[src/rtl/coef_loader_if.sv]
// Coefficient load stream, swap command and active-bank outputs for coef_loader.
// The master drives words and swap; the slave (coef_loader) returns status and the bank.
interface coef_loader_if #(
  parameter int M2_WIDTH = 8,
  parameter int TAPS     = 9
);
  logic [M2_WIDTH-1:0]      up_data;
  logic                     up_valid;
  logic                     up_last;
  logic                     up_ready;
  logic                     swap;
  logic                     loaded;
  logic [TAPS*M2_WIDTH-1:0] coef;
  logic                     coef_valid;
  logic                     err;

  modport master (
    output up_data, up_valid, up_last, swap,
    input  up_ready, loaded, coef, coef_valid, err
  );

  modport slave (
    input  up_data, up_valid, up_last, swap,
    output up_ready, loaded, coef, coef_valid, err
  );
endinterface

[src/rtl/coef_loader.sv]
// Double-buffered kernel coefficient store: a shadow bank fills from a valid/ready stream
// while the active bank feeds the MAC taps; a swap promotes a complete shadow kernel.
module coef_tap #(
  parameter int W = 8
) (
  input  logic         clk_i,
  input  logic         rst_ni,
  input  logic         wr_en_i,
  input  logic [W-1:0] wr_data_i,
  input  logic         swap_i,
  output logic [W-1:0] coef_o
);
  logic [W-1:0] shadow_q, shadow_d;
  logic [W-1:0] active_q, active_d;

  always_comb begin
    shadow_d = shadow_q;
    active_d = active_q;
    if (wr_en_i) shadow_d = wr_data_i;
    if (swap_i)  active_d = shadow_q;
  end

  always_ff @(posedge clk_i or negedge rst_ni) begin
    if (!rst_ni) begin
      shadow_q <= '0;
      active_q <= '0;
    end else begin
      shadow_q <= shadow_d;
      active_q <= active_d;
    end
  end

  assign coef_o = active_q;
endmodule

module coef_loader #(
  parameter int M2_WIDTH = 8,
  parameter int TAPS     = 9
) (
  input  logic          clk_i,
  input  logic          rst_ni,
  coef_loader_if.slave  bus
);
  localparam int                CNT_W = (TAPS > 1) ? $clog2(TAPS) : 1;
  localparam logic [CNT_W-1:0]  LAST  = CNT_W'(TAPS - 1);

  typedef enum logic {S_LOAD, S_FULL} state_e;

  state_e                           state_q, state_d;
  logic [CNT_W-1:0]                 wr_cnt_q, wr_cnt_d;
  logic                             up_ready_q, loaded_q, err_q, coef_valid_q;
  logic                             err_d, coef_valid_d;
  logic                             accept, swap_take;
  logic [TAPS-1:0]                  wr_en;
  logic [TAPS-1:0][M2_WIDTH-1:0]    coef_arr;

  // up_ready_q tracks the state register, so it is never high in FULL.
  assign accept    = bus.up_valid & up_ready_q;
  assign swap_take = bus.swap & (state_q == S_FULL);

  always_comb begin
    state_d      = state_q;
    wr_cnt_d     = wr_cnt_q;
    err_d        = 1'b0;
    coef_valid_d = coef_valid_q | swap_take;
    case (state_q)
      S_LOAD: begin
        if (accept) begin
          if (wr_cnt_q == LAST) begin
            state_d  = S_FULL;
            wr_cnt_d = '0;
            err_d    = ~bus.up_last;
          end else if (bus.up_last) begin
            // Short kernel: drop it and restart at tap 0.
            wr_cnt_d = '0;
            err_d    = 1'b1;
          end else begin
            wr_cnt_d = wr_cnt_q + CNT_W'(1);
          end
        end
      end
      S_FULL: begin
        if (swap_take) state_d = S_LOAD;
      end
      default: state_d = S_LOAD;
    endcase
  end

  always_ff @(posedge clk_i or negedge rst_ni) begin
    if (!rst_ni) begin
      state_q      <= S_LOAD;
      wr_cnt_q     <= '0;
      up_ready_q   <= 1'b0;
      loaded_q     <= 1'b0;
      err_q        <= 1'b0;
      coef_valid_q <= 1'b0;
    end else begin
      state_q      <= state_d;
      wr_cnt_q     <= wr_cnt_d;
      up_ready_q   <= (state_d == S_LOAD);
      loaded_q     <= (state_d == S_FULL);
      err_q        <= err_d;
      coef_valid_q <= coef_valid_d;
    end
  end

  for (genvar i = 0; i < TAPS; i++) begin : g_tap
    assign wr_en[i] = accept & (wr_cnt_q == CNT_W'(i));

    coef_tap #(.W(M2_WIDTH)) u_tap (
      .clk_i     (clk_i),
      .rst_ni    (rst_ni),
      .wr_en_i   (wr_en[i]),
      .wr_data_i (bus.up_data),
      .swap_i    (swap_take),
      .coef_o    (coef_arr[i])
    );
  end

  assign bus.up_ready   = up_ready_q;
  assign bus.loaded     = loaded_q;
  assign bus.err        = err_q;
  assign bus.coef_valid = coef_valid_q;
  assign bus.coef       = coef_arr;
endmodule

[src/flat_wrapper.sv]
// flat-port wrapper written by rule: the top's interface ports become plain ports
module coef_loader_flat 
#(
  parameter int M2_WIDTH = 8,
  parameter int TAPS     = 9
)
  (clk_i, rst_ni, bus_up_data, bus_up_valid, bus_up_last, bus_swap, bus_up_ready, bus_loaded, bus_coef, bus_coef_valid, bus_err);
  coef_loader_if #(.M2_WIDTH(M2_WIDTH), .TAPS(TAPS)) bus_i ();
  input  logic clk_i;
  input  logic rst_ni;
  input wire logic [$bits(bus_i.up_data)-1:0] bus_up_data;
  input wire logic [$bits(bus_i.up_valid)-1:0] bus_up_valid;
  input wire logic [$bits(bus_i.up_last)-1:0] bus_up_last;
  input wire logic [$bits(bus_i.swap)-1:0] bus_swap;
  output wire logic [$bits(bus_i.up_ready)-1:0] bus_up_ready;
  output wire logic [$bits(bus_i.loaded)-1:0] bus_loaded;
  output wire logic [$bits(bus_i.coef)-1:0] bus_coef;
  output wire logic [$bits(bus_i.coef_valid)-1:0] bus_coef_valid;
  output wire logic [$bits(bus_i.err)-1:0] bus_err;
  assign bus_i.up_data = bus_up_data;
  assign bus_i.up_valid = bus_up_valid;
  assign bus_i.up_last = bus_up_last;
  assign bus_i.swap = bus_swap;
  assign bus_up_ready = bus_i.up_ready;
  assign bus_loaded = bus_i.loaded;
  assign bus_coef = bus_i.coef;
  assign bus_coef_valid = bus_i.coef_valid;
  assign bus_err = bus_i.err;
  coef_loader #(.M2_WIDTH(M2_WIDTH), .TAPS(TAPS)) u_core (.clk_i(clk_i), .rst_ni(rst_ni), .bus(bus_i));
endmodule
[config.mk]
export PLATFORM = sky130hd
export DESIGN_NAME = coef_loader_flat
export DESIGN_NICKNAME = d
export VERILOG_FILES = /design/src/rtl/coef_loader_if.sv /design/src/rtl/coef_loader.sv /design/src/flat_wrapper.sv
export SDC_FILE = /design/constraint.sdc
export NUM_CORES = 1
export LEC_CHECK = 0
export ABC_AREA = 1
export CAP_MARGIN = 0
export CORE_ASPECT_RATIO = 1.4
export CORE_MARGIN = 4
export CORE_UTILIZATION = 30
export CTS_CLUSTER_DIAMETER = 60
export CTS_CLUSTER_SIZE = 30
export DETAILED_ROUTE_END_ITERATION = 6
export PLACE_DENSITY_LB_ADDON = 0.15
export SYNTH_ARGS = -nofsm -noshare
export SYNTH_HDL_FRONTEND = slang
export SYNTH_SLANG_ARGS = --single-unit
[constraint.sdc]
create_clock -name clk_i -period 1.7 [get_ports clk_i]
set_clock_uncertainty 0.15 [all_clocks]
set_input_delay 0.17 -clock clk_i [delete_from_list [all_inputs] [get_ports clk_i]]
set_output_delay 0.17 -clock clk_i [all_outputs]
set_load 0.02 [all_outputs]
# After elaboration in Yosys (flattened, before gate mapping)
# Cells that the tools add are included.
# classes
add_sub_neg	1
n_eq_ne	8
n_mux	10
n_bitwise	15
n_reduce_logical	2
# ops
op	count
$eq 4x3->1 const B	4
$and 1x1->1	11
$eq 4x2->1 const B	2
$mux 4	2
$mux 1	7
$add 4x1->4 const B	1
$eq 4x1->1 const B	1
$eq 4x4->1 const B	1
$logic_not 4->1	1
$not 1->1	3
$pmux 1 s2	1
$reduce_and 2->1	1
$or 1x1->1	1
# totals
ff_bits	152
inputBits	13
out_inout_bits	76
elab_cells	59

# Depth between registers and ports, before layout
# Gate-level depths: netlist of the first run.
# logic_depth
depth_word	5
depth_mapped	8
ltp_nobuf	7

# Modules after synthesis
# Synthesis of the first run repeated with hierarchy kept, for this count alone.
# hier_totals
cells_unflattened	675
area_unflattened_um2	5998.3
# by_module_without_submodules
mod	instances	cells_per_inst	area_per_inst_um2	seq_area_each_um2
coef_tap	9	68	610.6	400.4
coef_loader	1	63	503.0	200.2

# Worst setup path after synthesis of the first run
# Ideal clock, no wire load.
# synth_timing
path_kind	register to register
start	register u_core.state_q
end	register u_core.g_tap[6].u_tap.active_q[1]
setup_time_ns	0.125
t_arrival_ns	1.215
required_time_ns	1.425
path_slack_ns	0.211
stages_incl_launch_ff	4
path_buffers	1
synth_period_minus_slack_ns	1.489
path_cell_list	dfrtp_1 nand2_2 buf_4 mux2_2
# synth_via
elab_chain_len	1
# synth_lines
element	line	rtl
start: declaration	coef_loader.sv:49	state_e state_q, state_d;
start signal: assignment	coef_loader.sv:98	state_q <= state_d;
$and 1x1->1	coef_loader.sv:59	assign swap_take = bus.swap & (state_q == S_FULL);
end signal: assignment	coef_loader.sv:29	active_q <= active_d;
end: declaration	coef_loader.sv:14	logic [W-1:0] active_q, active_d;
# No other way between the ends.
# A chain may end at the register's enable or synchronous reset.

# Worst setup path after layout of the first run
# layout_timing
start	register u_core.wr_cnt_q[0]
end	register u_core.g_tap[0].u_tap.shadow_q[6]
# layout_via
elab_chain_len	2
# layout_lines
element	line	rtl
start: declaration	coef_loader.sv:50	logic [CNT_W-1:0] wr_cnt_q, wr_cnt_d;
start signal: assignment	coef_loader.sv:99	wr_cnt_q <= wr_cnt_d;
$logic_not 4->1	coef_loader.sv:108	assign wr_en[i] = accept & (wr_cnt_q == CNT_W'(i));
$and 1x1->1	coef_loader.sv:108	
end signal: assignment	coef_loader.sv:28	shadow_q <= shadow_d;
end: declaration	coef_loader.sv:13	logic [W-1:0] shadow_q, shadow_d;
# No other way between the ends.

==> results of run 1 <==
==> per-stage QoR <==
stage	hold WS (ps)	util (%)	total power, µW
after floorplan	-275.6	-	8320
after global placement	-111.5	37.52	10400
after detailed placement	-106.3	37.52	10530
after CTS	11.85	40.26	13930
after global routing	38.22	40.36	14610
final	23.33	40.36	13680
==> cells in the mapped netlist <==
cell type,count,area (µm²)
nand2_1,95,356.6
nand3_1,3,15.01
nor2_1,10,37.54
buf_4,1,7.510
nor2_4,3,33.78
buf_6,14,157.7
dfrtp_1,152,3804
a21oi_1,2,10.01
clkbuf_1,1,3.750
o21ai_1,3,15.01
o21ai_0,80,400.4
buf_2,1,5.000
mux2_2,64,720.7
nand2_2,3,18.77
o22ai_1,1,6.260
inv_1,27,101.4
ha_1,4,50.05
==> layout make-up <==
type / count / area share, %
sequential: 152 / 50.46
clock buffer: 21 / 5.976
clock inverter: 11 / 1.942
inverter: 27 / 1.345
tap: 244 / 4.050
multi-input combinational: 268 / 22.14
timing repair buffer: 112 / 14.08
==> worst reg2reg max path: stages, from the launching register on <==
cell	delay (ps)
dfrtp_1	410
inv_1	120
ha_1	210
inv_1	50
nor2_1	140
nand2_1	70
buf_4	180
nand2_1	60
o21ai_0	90
==> routing by layer <==
metal	share of wire, %	up-vias	GRT usage, %
met2	54	66	23.92
met4	1.2	0	3.962
met5	0	-	0
li1	-	1763	-
met3	3.8	11	3.790
met1	41	1801	15.12
==> power by group through the flow <==
stage               logic, µW  clock network [µW]  registers (µW)
detailed placement       4600                   0            5940
global route             4560                4060            5990
finish                   4090                3800            5790
floorplan                1860                   0            6460
CTS                      4160                3920            5850
global placement         4500                   0            5900
==> flip-flops by register name, summed over array words and instances (netlist names) <==
register / flops
u_core.bus.coef_valid: 1
u_core.bus.err: 1
u_core.bus.up_ready: 1
u_core.g_tap.u_tap.coef_o: 72
u_core.g_tap.u_tap.shadow_q: 72
u_core.state_q: 1
u_core.wr_cnt_q: 4
==> cells by family after synthesis <==
logic type | count (synthesis) | share of synthesized area, %
compound gates | 86 | 7.516
fa+ha+maj | 4 | 0.8715
flops | 152 | 66.23
buf+inv | 44 | 4.793
simple gates | 114 | 8.039
mux | 64 | 12.55
==> final timing paths <==
kind | startpoint | endpoint | slack (ps)
setup / recovery | u_core.wr_cnt_q[0]$_DFFE_PN0P_ | u_core.g_tap[0].u_tap.shadow_q[6]$_DFFE_PN0P_ | 60
hold / removal | rst_ni | u_core.g_tap[7].u_tap.coef_o[5]$_DFFE_PN0P_ | 20
setup reg to reg | u_core.wr_cnt_q[0]$_DFFE_PN0P_ | u_core.g_tap[0].u_tap.shadow_q[6]$_DFFE_PN0P_ | 60
hold reg to reg | u_core.bus.coef_valid$_DFF_PN0_ | u_core.bus.coef_valid$_DFF_PN0_ | 320
max in group asynchronous | rst_ni | u_core.g_tap[1].u_tap.coef_o[4]$_DFFE_PN0P_ | 800
min in group clk_i | bus_up_data[1] | u_core.g_tap[8].u_tap.shadow_q[1]$_DFFE_PN0P_ | 210
==> what timing repair did <==
item	in CTS	in global routing
hold buffers	1	0
setup buffers	0	2
gates cloned	0	0
gates resized for setup	75	2
pin swaps	0	0
endpoints found under the hold margin	152	0
setup endpoints to repair	75	10
==> results.py, run 1 <==
metrics = {
    "clocking": {
        "clk_pin_slew_ps": 60,
        "clock_latency_ps": 410,
        "h-tree-depth": 4,
        "cts_buffers": 17,
        "cts_tree": "yes",
        "clock-sinks": 152,
        "clockBufferDepth": 2,
        "root_buffer": "clkbuf_16",
    },
    "worst_setup_path": {
        "slowest_stage": "dfrtp_1",
        "crit_required_ps": 1820,
        "criticalPathCategory": "reg -> reg",
        "crit_chain": "inv_1 > ha_1 > inv_1 > nor2_1 > nand2_1 > buf_4 > nand2_1 > o21ai_0",
        "critPathBufInv": 3,
        "path_depth": 8,
        "cpLargestDelayFamily": "flip-flops",
        "critical_path_arrival_ps": 1760,
        "r2r_cells": 8,
        "start_kind": "flop",
        "cp_max_fo": 16,
        "max_stage_delay_ps": 410,
        "critPathCaptureType": "flop",
    },
    "floorplanning": {
        "io_pins": 89,
        "die_x_um": 124.9,
        "die_y_um": 171.7,
        "core_um2": 18680,
        "initial_utilization_pct": 30.75,
        "dieArea_um2": 21450,
        "std_cell_rows": 59,
    },
    "timing": {
        "fin_tns_setup_ps": 0,
        "setup_ws_ps": 59.35,
        "min_period_ps": 1641,
        "period_share_pct": 96.51,
        "tightest_slew_ps": 442.8,
        "setup_viol_count_final": 0,
        "grt_setup_unrepaired": "false",
        "slew_headroom_pct": 70.45,
        "slew_viol_final": 0,
        "hold_viol_final": 0,
        "fmax_mhz": 609.5,
    },
    "place": {
        "place.gp.congestion": 0.7564,
        "dp_cells": 800,
        "dp_slack_ps": 13.57,
        "port_buffers": 88,
        "placed_area_um2": 7007,
        "hpwlAfterDp_mm": 9.065,
    },
    "final_layout": {
        "area_growth_pct": 31.24,
        "layout-drive-gt1-share_pct": 20.81,
        "instances_no_fill": 835,
        "num-nets-final": 595,
        "final_cell_area_um2": 7537,
        "seq_area_um2": 3804,
        "layout_commonest_cell": "dfrtp_1",
        "multiInputGateArea_um2": 1669,
        "num_antenna_cells": 0,
        "nFillCells": 1819,
        "layout_common_cells": "dfrtp_1 (152), nand2_1 (95), o21ai_0 (79), dlygate4sd2_1 (75), mux2_2 (64)",
    },
    "hold_path": {
        "hold_class": "in -> async",
    },
    "flow_run": {
        "max-cap-violations": 0,
    },
    "route": {
        "drt-initial-drc-count": 224,
        "drt_first_pass_iters": 4,
        "routedWlPerCell_um": 15.90,
        "viasPerCell": 4.360,
        "drc": 0,
        "ant_nets": 0,
        "wl_mm": 13.28,
        "vias": 3641,
    },
    "power_and_ir_drop": {
        "cellPowerDensity_nw_per_um2": 1815,
        "comb_power_share_pct": 29.9,
        "leakage_uw": 0.003925,
        "ir_drop_v": 0.0006024,
        "p_sw_share_pct": 32.96,
        "seq_power_share_pct": 42.3,
        "intPower_uw": 9172,
        "power.share.clock_pct": 27.8,
        "p_switching_uw": 4508,
    },
    "synth": {
        "yosysSeqAreaShare_pct": 66.23,
        "syn_area_per_cell_um2": 12.38,
        "ys_seq_elements": 152,
        "yosys_warnings": 0,
        "synth_cell_type_count": 17,
        "syn-num-nets": 481,
        "syn_area_um2": 5743,
        "syn_inst": 464,
    },
    "global_routing": {
        "first_global_vias": 3892,
        "gr-total-overflow": 0,
        "grt_max_degree": 58,
        "grt_pass1_wl_mm": 21.60,
        "antenna_found_initial": 0,
        "grtUsageTotal_pct": 13.17,
    },
    "outcome": {
        "status": "complete, no violations",
    },
}
(Power assumes the default switching activity.)
==> run 2, diff against run 1 <==
--- a/config.mk
+++ b/config.mk
@@ -6,7 +6,7 @@
 export NUM_CORES = 1
 export LEC_CHECK = 0
 export ABC_AREA = 1
-export CAP_MARGIN = 0
+export CAP_MARGIN = 25
 export CORE_ASPECT_RATIO = 1.4
 export CORE_MARGIN = 4
 export CORE_UTILIZATION = 30
==> results of run 2 <==
Final layout, timing and power as in run 1 (identical DEF).
==> run 3, diff against run 2 <==
--- a/config.mk
+++ b/config.mk
@@ -8,7 +8,6 @@
 export ABC_AREA = 1
 export CAP_MARGIN = 25
 export CORE_ASPECT_RATIO = 1.4
-export CORE_MARGIN = 4
 export CORE_UTILIZATION = 30
 export CTS_CLUSTER_DIAMETER = 60
 export CTS_CLUSTER_SIZE = 30
==> results.py, run 3 (synthesis gave the netlist of run 1 again) <==
metrics = {
    "floorplanning": {
        "initial_utilization_pct": 30.75,
        "die_x_um": 118.9,
        "core_um2": 18680,
        "std_cell_rows": 59,
        "dieArea_um2": 19710,
        "die_y_um": 165.7,
        "io_pins": 89,
    },
    "final_layout": {
        "utilization_pct": 40.43,
        "layout_commonest_cell": "dfrtp_1",
        "layout_common_cells": "dfrtp_1 (151), nand2_1 (95), o21ai_0 (80), mux2_2 (64), dlygate4sd2_1 (63)",
        "area_growth_pct": 31.48,
        "layout-drive-gt1-share_pct": 21.05,
        "num_antenna_cells": 0,
        "num-nets-final": 594,
    },
    "worst_setup_path": {
        "crit_path_start": "u_core.state_q$_DFF_PN0_",
        "cp_max_fo": 6,
        "critical_path_arrival_ps": 1260,
        "critPathCaptureType": "primary output",
        "slowest_stage": "dfrtp_1",
        "criticalPathCategory": "reg -> out",
        "r2r-start": "u_core.wr_cnt_q[1]$_DFFE_PN0P_",
        "cpLargestDelayFamily": "flip-flops",
        "crit_required_ps": 1380,
        "crit_chain": "dlygate4sd2_1",
        "critPathBufInv": 1,
        "max_stage_delay_ps": 470,
        "start_kind": "flop",
    },
    "place": {
        "dp_slack_ps": 9.604,
        "port_buffers": 88,
        "hpwlAfterDp_mm": 8.633,
        "place.gp.congestion": 0.7479,
    },
    "outcome": {
        "status": "complete, no violations",
    },
    "route": {
        "drt_first_pass_iters": 4,
        "routedWlPerCell_um": 15.53,
        "drc": 0,
        "viasPerCell": 4.330,
        "ant_nets": 0,
        "drt-initial-drc-count": 152,
        "wl_mm": 12.94,
        "vias": 3607,
    },
    "clocking": {
        "clock_latency_ps": 410,
        "root_buffer": "clkbuf_16",
        "cts_buffers": 17,
        "clockBufferDepth": 2,
        "cts_tree": "yes",
        "clk_pin_slew_ps": 60,
        "h-tree-depth": 4,
        "clock-sinks": 152,
        "cts_setup_buffers": 0,
    },
    "global_routing": {
        "gr-total-overflow": 0,
        "grt_max_degree": 48,
        "first_global_vias": 3845,
        "grt_pass1_wl_mm": 21.18,
        "antenna_found_initial": 0,
        "grtUsageTotal_pct": 14.11,
    },
    "flow_run": {
        "max-cap-violations": 0,
    },
    "power_and_ir_drop": {
        "seq_power_share_pct": 42.6,
        "power.share.clock_pct": 27.0,
        "leakage_uw": 0.004056,
        "intPower_uw": 9047,
        "cellPowerDensity_nw_per_um2": 1792,
        "ir_drop_v": 0.0007481,
        "p_sw_share_pct": 33.13,
        "p_switching_uw": 4482,
        "comb_power_share_pct": 30.3,
    },
    "hold_path": {
        "hold_class": "in -> async",
    },
    "timing": {
        "holdWs_ps": 59.35,
        "fin_tns_setup_ps": 0,
        "min_period_ps": 1578,
        "tightest_slew_ps": 505.5,
        "period_share_pct": 92.82,
        "slew_headroom_pct": 66.26,
        "setup_ws_ps": 122.0,
        "setup_viol_count_final": 0,
        "fmax_mhz": 633.7,
        "grt_setup_unrepaired": "false",
        "slew_viol_final": 0,
        "hold_viol_final": 0,
    },
}
## run 3: cell types whose count changed in the layout (fill, tap and decap cells not counted), sizes merged
cell	delta
clkbuf	-1
clkinv	+1
buf	-1
bufinv	-1
dlymetal6s2s	+12
dlygate4sd2	-12
## run 3: worst paths after layout
kind                            slack, ps                                            end  cells past startpoint
worst min-delay path                   60    u_core.g_tap[7].u_tap.coef_o[5]$_DFFE_PN0P_                      2
max in group asynchronous             740  u_core.g_tap[6].u_tap.shadow_q[1]$_DFFE_PN0P_                      3
worst max-delay path                  120                                     bus_loaded                      1
min in group clk_i                    200  u_core.g_tap[8].u_tap.shadow_q[1]$_DFFE_PN0P_                      3
worst min register to register        310                u_core.bus.coef_valid$_DFF_PN0_                      2
worst max register to register        140  u_core.g_tap[8].u_tap.shadow_q[4]$_DFFE_PN0P_                      7
## run 3: worst register-to-register path: stages (launching register included)
cell and delay [ps]:
dfrtp_1 400, inv_1 120, ha_1 180, nand3_1 180
nor2_4 170, buf_12 150, nand2_1 50, o21ai_0 80
## run 3: layout make-up
class                   count  area [µm²]
clock buffers              20       446.7
clock inverters            11       125.1
inverters                  27       101.3
flip-flops and latches    152        3805
multi-input cells         268        1669
repair buffers            111        1099
fillers                  1798       11130
well taps                 244       305.3
## run 3: layer usage
metal	track usage, %	wire length, µm	vias up
met5	0	0	-
met4	5.834	234	0
met3	3.168	372	14
met2	23.77	6666	68
met1	17.34	5662	1751
li1	-	-	1774
## run 3: power by group through the flow
| stage | sequential (µW) | combinational, µW | clock [µW] |
|---|---|---|---|
| finish | 5770 | 4110 | 3660 |
| global route | 5960 | 4540 | 3920 |
| CTS | 5810 | 4210 | 3760 |
| detailed placement | 5890 | 4590 | 0 |
| global placement | 5870 | 4500 | 0 |
| floorplan | 6460 | 1860 | 0 |
## run 3: what timing repair did
item / CTS / global route
pin swaps: 0 / 0
hold buffers: 1 / 0
hold endpoints to repair: 152 / 0
gates resized for setup: 63 / 15
gates cloned: 0 / 0
endpoints found under the setup margin: 63 / 38
## run 3: per-stage QoR
| step | total power (µW) | std cells | cell area (µm²) |
|---|---|---|---|
| 5_1_grt | 14420 | 833 | 7551 |
| 4_1_cts | 13780 | 833 | 7517 |
| 2_1_floorplan | 8320 | 464 | 5743 |
| 3_5_place_dp | 10480 | 801 | 7014 |
| 3_3_place_gp | 10360 | 801 | 7014 |
| 6_report | 13530 | 833 | 7551 |
